## config.mk

```make
export PLATFORM = sky130hd
export DESIGN_NAME = arbiter_rr_lock
export DESIGN_NICKNAME = d
export VERILOG_FILES = /design/src/rtl/arbiter_rr_lock.sv
export SDC_FILE = /design/constraint.sdc
export NUM_CORES = 1
export LEC_CHECK = 0
export ABC_AREA = 1
export CELL_PAD_IN_SITES_DETAIL_PLACEMENT = 1
export CELL_PAD_IN_SITES_GLOBAL_PLACEMENT = 2
export CORE_ASPECT_RATIO = 0.7
export CORE_UTILIZATION = 31
export CTS_CLUSTER_SIZE = 20
export DETAILED_ROUTE_END_ITERATION = 8
export GPL_ROUTABILITY_DRIVEN = 0
export PLACE_DENSITY_LB_ADDON = 0.1
export SETUP_SLACK_MARGIN = 0.05
export SLEW_MARGIN = 20
export SYNTH_ARGS = -nofsm -noshare
export SYNTH_HDL_FRONTEND = slang
export SYNTH_SLANG_ARGS = --single-unit
```

## constraint.sdc

```tcl
create_clock -name clk -period 3.8 [get_ports clk]
set_input_delay 1.14 -clock clk [delete_from_list [all_inputs] [get_ports clk]]
set_output_delay 1.14 -clock clk [all_outputs]
set_load 0.005 [all_outputs]
```

## src/rtl/arbiter_rr_lock.sv

```systemverilog
// Round-robin output-port arbiter with optional packet locking.
// One owner at a time gets the output. RTS is raised toward downstream.
// A flit is granted when downstream clear-to-send (DCTS) is high.
// With LOCK_EN set, the owner keeps the output until its tail flit goes through.
module arbiter_rr_lock #(
  parameter int NUM_PORTS = 5,
  parameter int LOCK_EN   = 1
) (
  input  logic                 clk,
  input  logic                 rst,
  input  logic [NUM_PORTS-1:0] Req,
  input  logic [NUM_PORTS-1:0] Tail,
  input  logic                 DCTS,
  output logic                 RTS,
  output logic [NUM_PORTS-1:0] Grant,
  output logic [NUM_PORTS-1:0] Xbar_sel,
  output logic                 Locked
);

  localparam int IDX_W = (NUM_PORTS > 1) ? $clog2(NUM_PORTS) : 1;

  typedef enum logic [1:0] {
    IDLE     = 2'd0,
    RTS_WAIT = 2'd1,
    GAP      = 2'd2
  } state_t;

  state_t           state;
  logic [IDX_W-1:0] owner;
  logic [IDX_W-1:0] ptr;
  logic             lock_flag;

  logic [IDX_W-1:0] win_ptr;
  logic [IDX_W-1:0] rel_ptr;
  logic [IDX_W-1:0] win_rel;
  logic             owner_req;
  logic             any_req;

  // Returns the first requesting index, searching upward from start and wrapping.
  function automatic logic [IDX_W-1:0] pick(input logic [NUM_PORTS-1:0] req,
                                            input logic [IDX_W-1:0]     start);
    logic [IDX_W-1:0] result;
    logic             found;
    int               idx;
    result = '0;
    found  = 1'b0;
    for (int k = 0; k < NUM_PORTS; k++) begin
      idx = int'(start) + k;
      if (idx >= NUM_PORTS) idx = idx - NUM_PORTS;
      if (!found && req[idx]) begin
        result = IDX_W'(idx);
        found  = 1'b1;
      end
    end
    return result;
  endfunction

  // Builds a one-hot port vector from an index.
  function automatic logic [NUM_PORTS-1:0] onehot(input logic [IDX_W-1:0] idx);
    logic [NUM_PORTS-1:0] v;
    v = {{(NUM_PORTS-1){1'b0}}, 1'b1} << idx;
    return v;
  endfunction

  // A released packet hands priority to the port after the owner.
  assign rel_ptr   = (owner == IDX_W'(NUM_PORTS-1)) ? '0 : owner + IDX_W'(1);
  assign win_ptr   = pick(Req, ptr);
  assign win_rel   = pick(Req, rel_ptr);
  assign owner_req = Req[owner];
  assign any_req   = |Req;
  assign Locked    = lock_flag;

  // The flit grant is combinational so the owner can send in the same cycle DCTS rises.
  always_comb begin
    Grant = '0;
    if (!rst && (state == RTS_WAIT) && DCTS && owner_req) begin
      Grant = onehot(owner);
    end
  end

  // Arbitration FSM. RTS and Xbar_sel are registered together with the next state.
  always_ff @(posedge clk) begin
    if (rst) begin
      state     <= IDLE;
      owner     <= '0;
      ptr       <= '0;
      lock_flag <= 1'b0;
      RTS       <= 1'b0;
      Xbar_sel  <= '0;
    end else begin
      case (state)
        IDLE: begin
          if (any_req) begin
            owner    <= win_ptr;
            state    <= RTS_WAIT;
            RTS      <= 1'b1;
            Xbar_sel <= onehot(win_ptr);
          end
        end

        RTS_WAIT: begin
          if (!owner_req) begin
            // The owner withdrew its request. Give up the output, but keep the pointer.
            lock_flag <= 1'b0;
            state     <= IDLE;
            RTS       <= 1'b0;
            Xbar_sel  <= '0;
          end else if (DCTS) begin
            state     <= GAP;
            RTS       <= 1'b0;
            lock_flag <= (LOCK_EN != 0) && !Tail[owner];
          end
        end

        GAP: begin
          if (lock_flag) begin
            // The packet is still open. Only the owner may continue, and others stay blocked.
            if (owner_req) begin
              state <= RTS_WAIT;
              RTS   <= 1'b1;
            end
          end else begin
            ptr <= rel_ptr;
            if (any_req) begin
              owner    <= win_rel;
              state    <= RTS_WAIT;
              RTS      <= 1'b1;
              Xbar_sel <= onehot(win_rel);
            end else begin
              state    <= IDLE;
              Xbar_sel <= '0;
            end
          end
        end

        default: begin
          state     <= IDLE;
          owner     <= '0;
          lock_flag <= 1'b0;
          RTS       <= 1'b0;
          Xbar_sel  <= '0;
        end
      endcase
    end
  end

endmodule
```

Word-level counts from Yosys, hierarchy flattened
Index checks and enable logic that the tools add are counted.
Cells by class
  $add $sub $neg: 19
  $lt $le $gt $ge: 21
  equal/unequal tests: 9
  shift operators: 3
  multiplexer cells: 89
  bitwise operators: 3
  reductions and logical operators: 30
Operator list (number)
  32-bit by 5-bit < comparator with 1-bit output (second input constant): 10
  32-bit 2-to-1 mux: 10
  3-bit 2-to-1 mux: 14
  4-bit by 3-bit subtractor with 5-bit output (second input constant): 8
  1-bit 2-to-1 mux: 38
  1-bit binary-select mux with 3-bit select: 12
  4-bit by 3-bit >= comparator with 1-bit output (second input constant): 8
  5-bit 2-to-1 mux: 5
  3-bit by 2-bit adder with 4-bit output (second input constant): 4
  5-bit one-hot mux with 3 select lines: 1
  1-bit by 3-bit << shifter with 5-bit output (first input constant): 3
  1-bit logical AND: 11
  1-bit logical NOT: 10
  2-bit 2-to-1 mux: 5
  3-bit one-hot mux with 3 select lines: 1
  3-bit by 1-bit adder with 4-bit output (second input constant): 2
  3-bit by 3-bit adder with 4-bit output (second input constant): 2
  2-bit inequality test (second input constant): 4
  3-bit by 3-bit subtractor with 4-bit output (second input constant): 2
  3-bit >= comparator (second input constant): 2
  3-bit inequality test (second input constant): 2
  2-bit one-hot mux with 3 select lines: 1
  2-bit AND reduction: 3
  3-bit AND reduction: 2
  other kinds (12): 14
Word-level totals
  bits in registers: 15
  bits of input ports: 13
  output and inout port bits: 12
  logic and storage cells: 180

Logic depth before layout (Yosys ltp)
  depth after elaboration: 24
  depth in mapped cells: 25

Worst setup path before layout
OpenSTA, ideal clock, no wires.
  kind: input to output
  start point: in Req[2]
  end point: out Grant[1]
  arrival time: 2.298 ns
  data required time: 2.660 ns
  path slack: 0.362 ns
  stages on the path: 11
  path buffers: 1
  cell sequence: clkbuf_1 > o21ai_0 > nand2_1 > nand2_1 > o31ai_1 > inv_1 > nor3_1 > nand2_1 > nor2_1 > inv_1 > nor2_1
On the way
  longest elaborated chain between the ends: 4
Ends and longest elaborated chain
  start: declaration: RTL line 11  | input logic [NUM_PORTS-1:0] Req,
  1-bit binary-select mux with 3-bit select: RTL line 69  | assign owner_req = Req[owner];
  1-bit 2-to-1 mux (implied by the code): RTL line 69
  1-bit logical AND: RTL line 76  | if (!rst && (state == RTS_WAIT) && DCTS && owner_req) begin
  5-bit 2-to-1 mux: RTL line 76
  end: declaration: RTL line 15  | output logic [NUM_PORTS-1:0] Grant,
No other way between the ends. The select of a mux whose other input is x is not followed.

Worst setup path in the final report
  start point: in Req[1]
  end point: out Grant[0]
The elaborated chain is that of the path after synthesis.

==> reports/results.txt <==
H-tree Lvls - 1
Logic pwr share - 77.3%
Clock Root Buffer - clkbuf_16
Sw Ratio - 56.5%
#FFs+latches synth - 15
CTS tree - built
Vias - 3832
die area - 0.0103 mm^2
fmax - 0.274 GHz
hold_buf cts - 0
FF+latch area - 304 um^2
Clock Tree Buf Depth - 2
vias in the first global route - 3595
Hold Slack - 0.454 ns
Clock Skews - 0.00666 ns
post-route ant nets - 0
Post-Synthesis Cells - 539
classification of the worst setup path - input pin to output pin
Post-Syn Area per Cell - 5.68 um^2
Post-CTS Setup Inserts - 0
Async S/R FF share, synth - 0%
area of the mapped netlist - 0.00306 mm^2
internal power - 780 uW
Worst path top cell family by delay - simple AND/OR/NAND/NOR gates
Area after DPL - 0.00361 mm^2
area fraction of the dominant cell type after synthesis - 18.9%
worst slew pin tran - 0.733 ns
Post-synth top flop - dfxtp_1
final WL - 12100 um
placed insts - 707
CTS Buf Count - 3
fillers - 1287
first-pass GRT wire length - 19100 um
initial drt markers - 272
DRT Pass-1 Iters - 5
layout cells sized above 1 - 19.3%
Post-Layout Inst Area - 0.00376 mm^2
clk slew on worst S/H paths - 0.05 ns
DR vias/cell - 5.39
io pins - 25
remaining global-route overflow - 0
core area - 0.00933 mm^2
final instance count without filler cells - 711
clock share of power - 11.8%
Final Cycle Share - 96.0%
# DRC - 0
main area contributors after synthesis - nand2_1 (19%), nand3_1 (14%), ha_1 (12%), dfxtp_1 (9.8%), inv_1 (7.5%)
Area Growth Syn to Fin - 22.9%
detailed placement HPWL - 9920 um
EDFF count, synth - 0
crit-path cells - clkdlybuf4s15_2, inv_2, a21oi_1, o21ai_1, nand2_1, nand2_2, o31ai_4, inv_2, nor3_4, nand2_2, nor2_4, and3_4, buf_6
syn_nets - 581
biggest area consumer among synthesized cells - nand2_1
most common cell after layout, fill and taps aside - nand2_1
Sw Pwr - 1010 uW
worst path bufs/invs - 4
initial core utilization - 32.8%
max-capacitance violation count - 0
ANT cells - 0
Hold Vio Cnt, Final - 0
Hold WC Path Type - flop to flop
Ys Warns - 0
post-placement worst setup slack - -0.807 ns
Crit-path slowest cell - clkdlybuf4s15_2
Critical Path Max Stage Delay - 0.19 ns
data required time of the worst path - 2.66 ns
min Tclk post-route - 3.65 ns
setup ws final - 0.151 ns
share of power burned in registers - 10.9%
Die Ht - 85.1 um
die width - 121 um
Clock Sinks - 15
most frequent cells in the layout - nand2_1 (152), nand3_1 (83), inv_1 (54), nor2_1 (38), ha_1 (27)
wire per inst - 17.0 um
port bufs - 24
FP Rows - 29
Slew HR - 50.8%
library cells used by synthesis - 39
status - finished clean
post-synthesis sequential area ratio - 9.82%
Layout Utilization - 40.3%
worst skew pair latency - 0.25 ns
CP Max Fanout - 2
worst path arrival time - 2.51 ns
Max rail drop VDD - 0.188 mV
footprint of the multi-input gates - 0.00256 mm^2
final setup violating endpoints - 0
# nets final - 630
Max Slew Vio Count - 0
GRT Total Usage - 23.7%
largest net degree at the start of global routing - 17
Startpoint Class - input pin
initial antenna violation count - 0
crit end category - output pin
Leakage Power - 0.00186 uW
RSZ-0062 raised after global routing - yes
Cell Pwr Density - 477 mW/mm^2
[path summary, 6_finish.rpt]
kind	slack [ns]	endpoint	from	cells past startpoint
hold / removal	0.45	RTS	RTS	2
setup / recovery	0.15	Grant[0]	Req[1]	13
setup reg to reg	0.36	Xbar_sel[0]	owner[0]	22
hold reg to reg	0.45	RTS	RTS	2
[flip-flops by register name, indices dropped and copies added (netlist names)]
signal    cells
ptr           3
owner         3
state         2
RTS           1
Locked        1
Xbar_sel      5
[repair_timing]
action / CTS / global route
gates resized for setup: 43 / 19
pin swaps: 10 / 3
endpoints found under the setup margin: 6 / 10
[through the flow]
stage	power (uW)	TNS [ns]
2_1_floorplan	1120	0
3_3_place_gp	1470	-3.66
3_5_place_dp	1500	-3.94
4_1_cts	1730	0
5_1_grt	1960	0
6_report	1790	0
[final cells by class]
class / count / share of cell area [%]
sequential: 15 / 8.08
timing repair buffer: 50 / 10.9
clock inverter: 1 / 0.133
clock buffer: 3 / 2.00
inverter: 67 / 6.82
multi-input combinational: 451 / 68.0
tap: 124 / 4.13
[worst reg2reg max path: cells and delay by family, from the launching register on]
kind	cells	cell delay, ns
fa+ha+maj	3	0.77
flops	1	0.42
simple gates	16	1.90
buf+inv	3	0.29
[power groups by stage]
stage / Sequential (uW) / Combinational [uW] / Clock, uW
6_report: 195 / 1390 / 212
5_1_grt: 198 / 1540 / 221
4_1_cts: 194 / 1320 / 213
3_5_place_dp: 196 / 1300 / 0
3_3_place_gp: 195 / 1270 / 0
2_1_floorplan: 194 / 930 / 0
[synth_stat cells (2+ instances only)]
library cell,n
ha_1,29
o21ai_1,9
o21ai_0,25
nand2_2,22
nand3b_1,5
buf_2,2
inv_2,5
dfxtp_1,15
o211ai_1,3
inv_1,61
nor3_1,7
a21oi_1,13
or2_1,2
a31oi_1,6
buf_4,2
nor2_2,6
xor2_1,3
nand3_2,12
nor2_1,41
o21ai_2,2
nand2_1,154
nand4_1,16
nand3_1,83
[metal layers]
metal | global-route usage (%) | vias to the layer above | share of wire, %
met3 | 0.605 | 4 | 3.5
li1 | - | 1888 | -
met5 | 0 | - | 0
met4 | 3.03 | 0 | 0.35
met2 | 34.6 | 60 | 40
met1 | 38.6 | 1880 | 56
[cells by family after synthesis]
kind of cell / Yosys count / synth area share, %
simple gates: 355 / 56.1
fa+ha+maj: 29 / 11.9
flops: 15 / 9.82
xor+xnor: 4 / 1.15
buf+inv: 73 / 9.61
compound gates: 63 / 11.5
(Power assumes the default switching activity.)
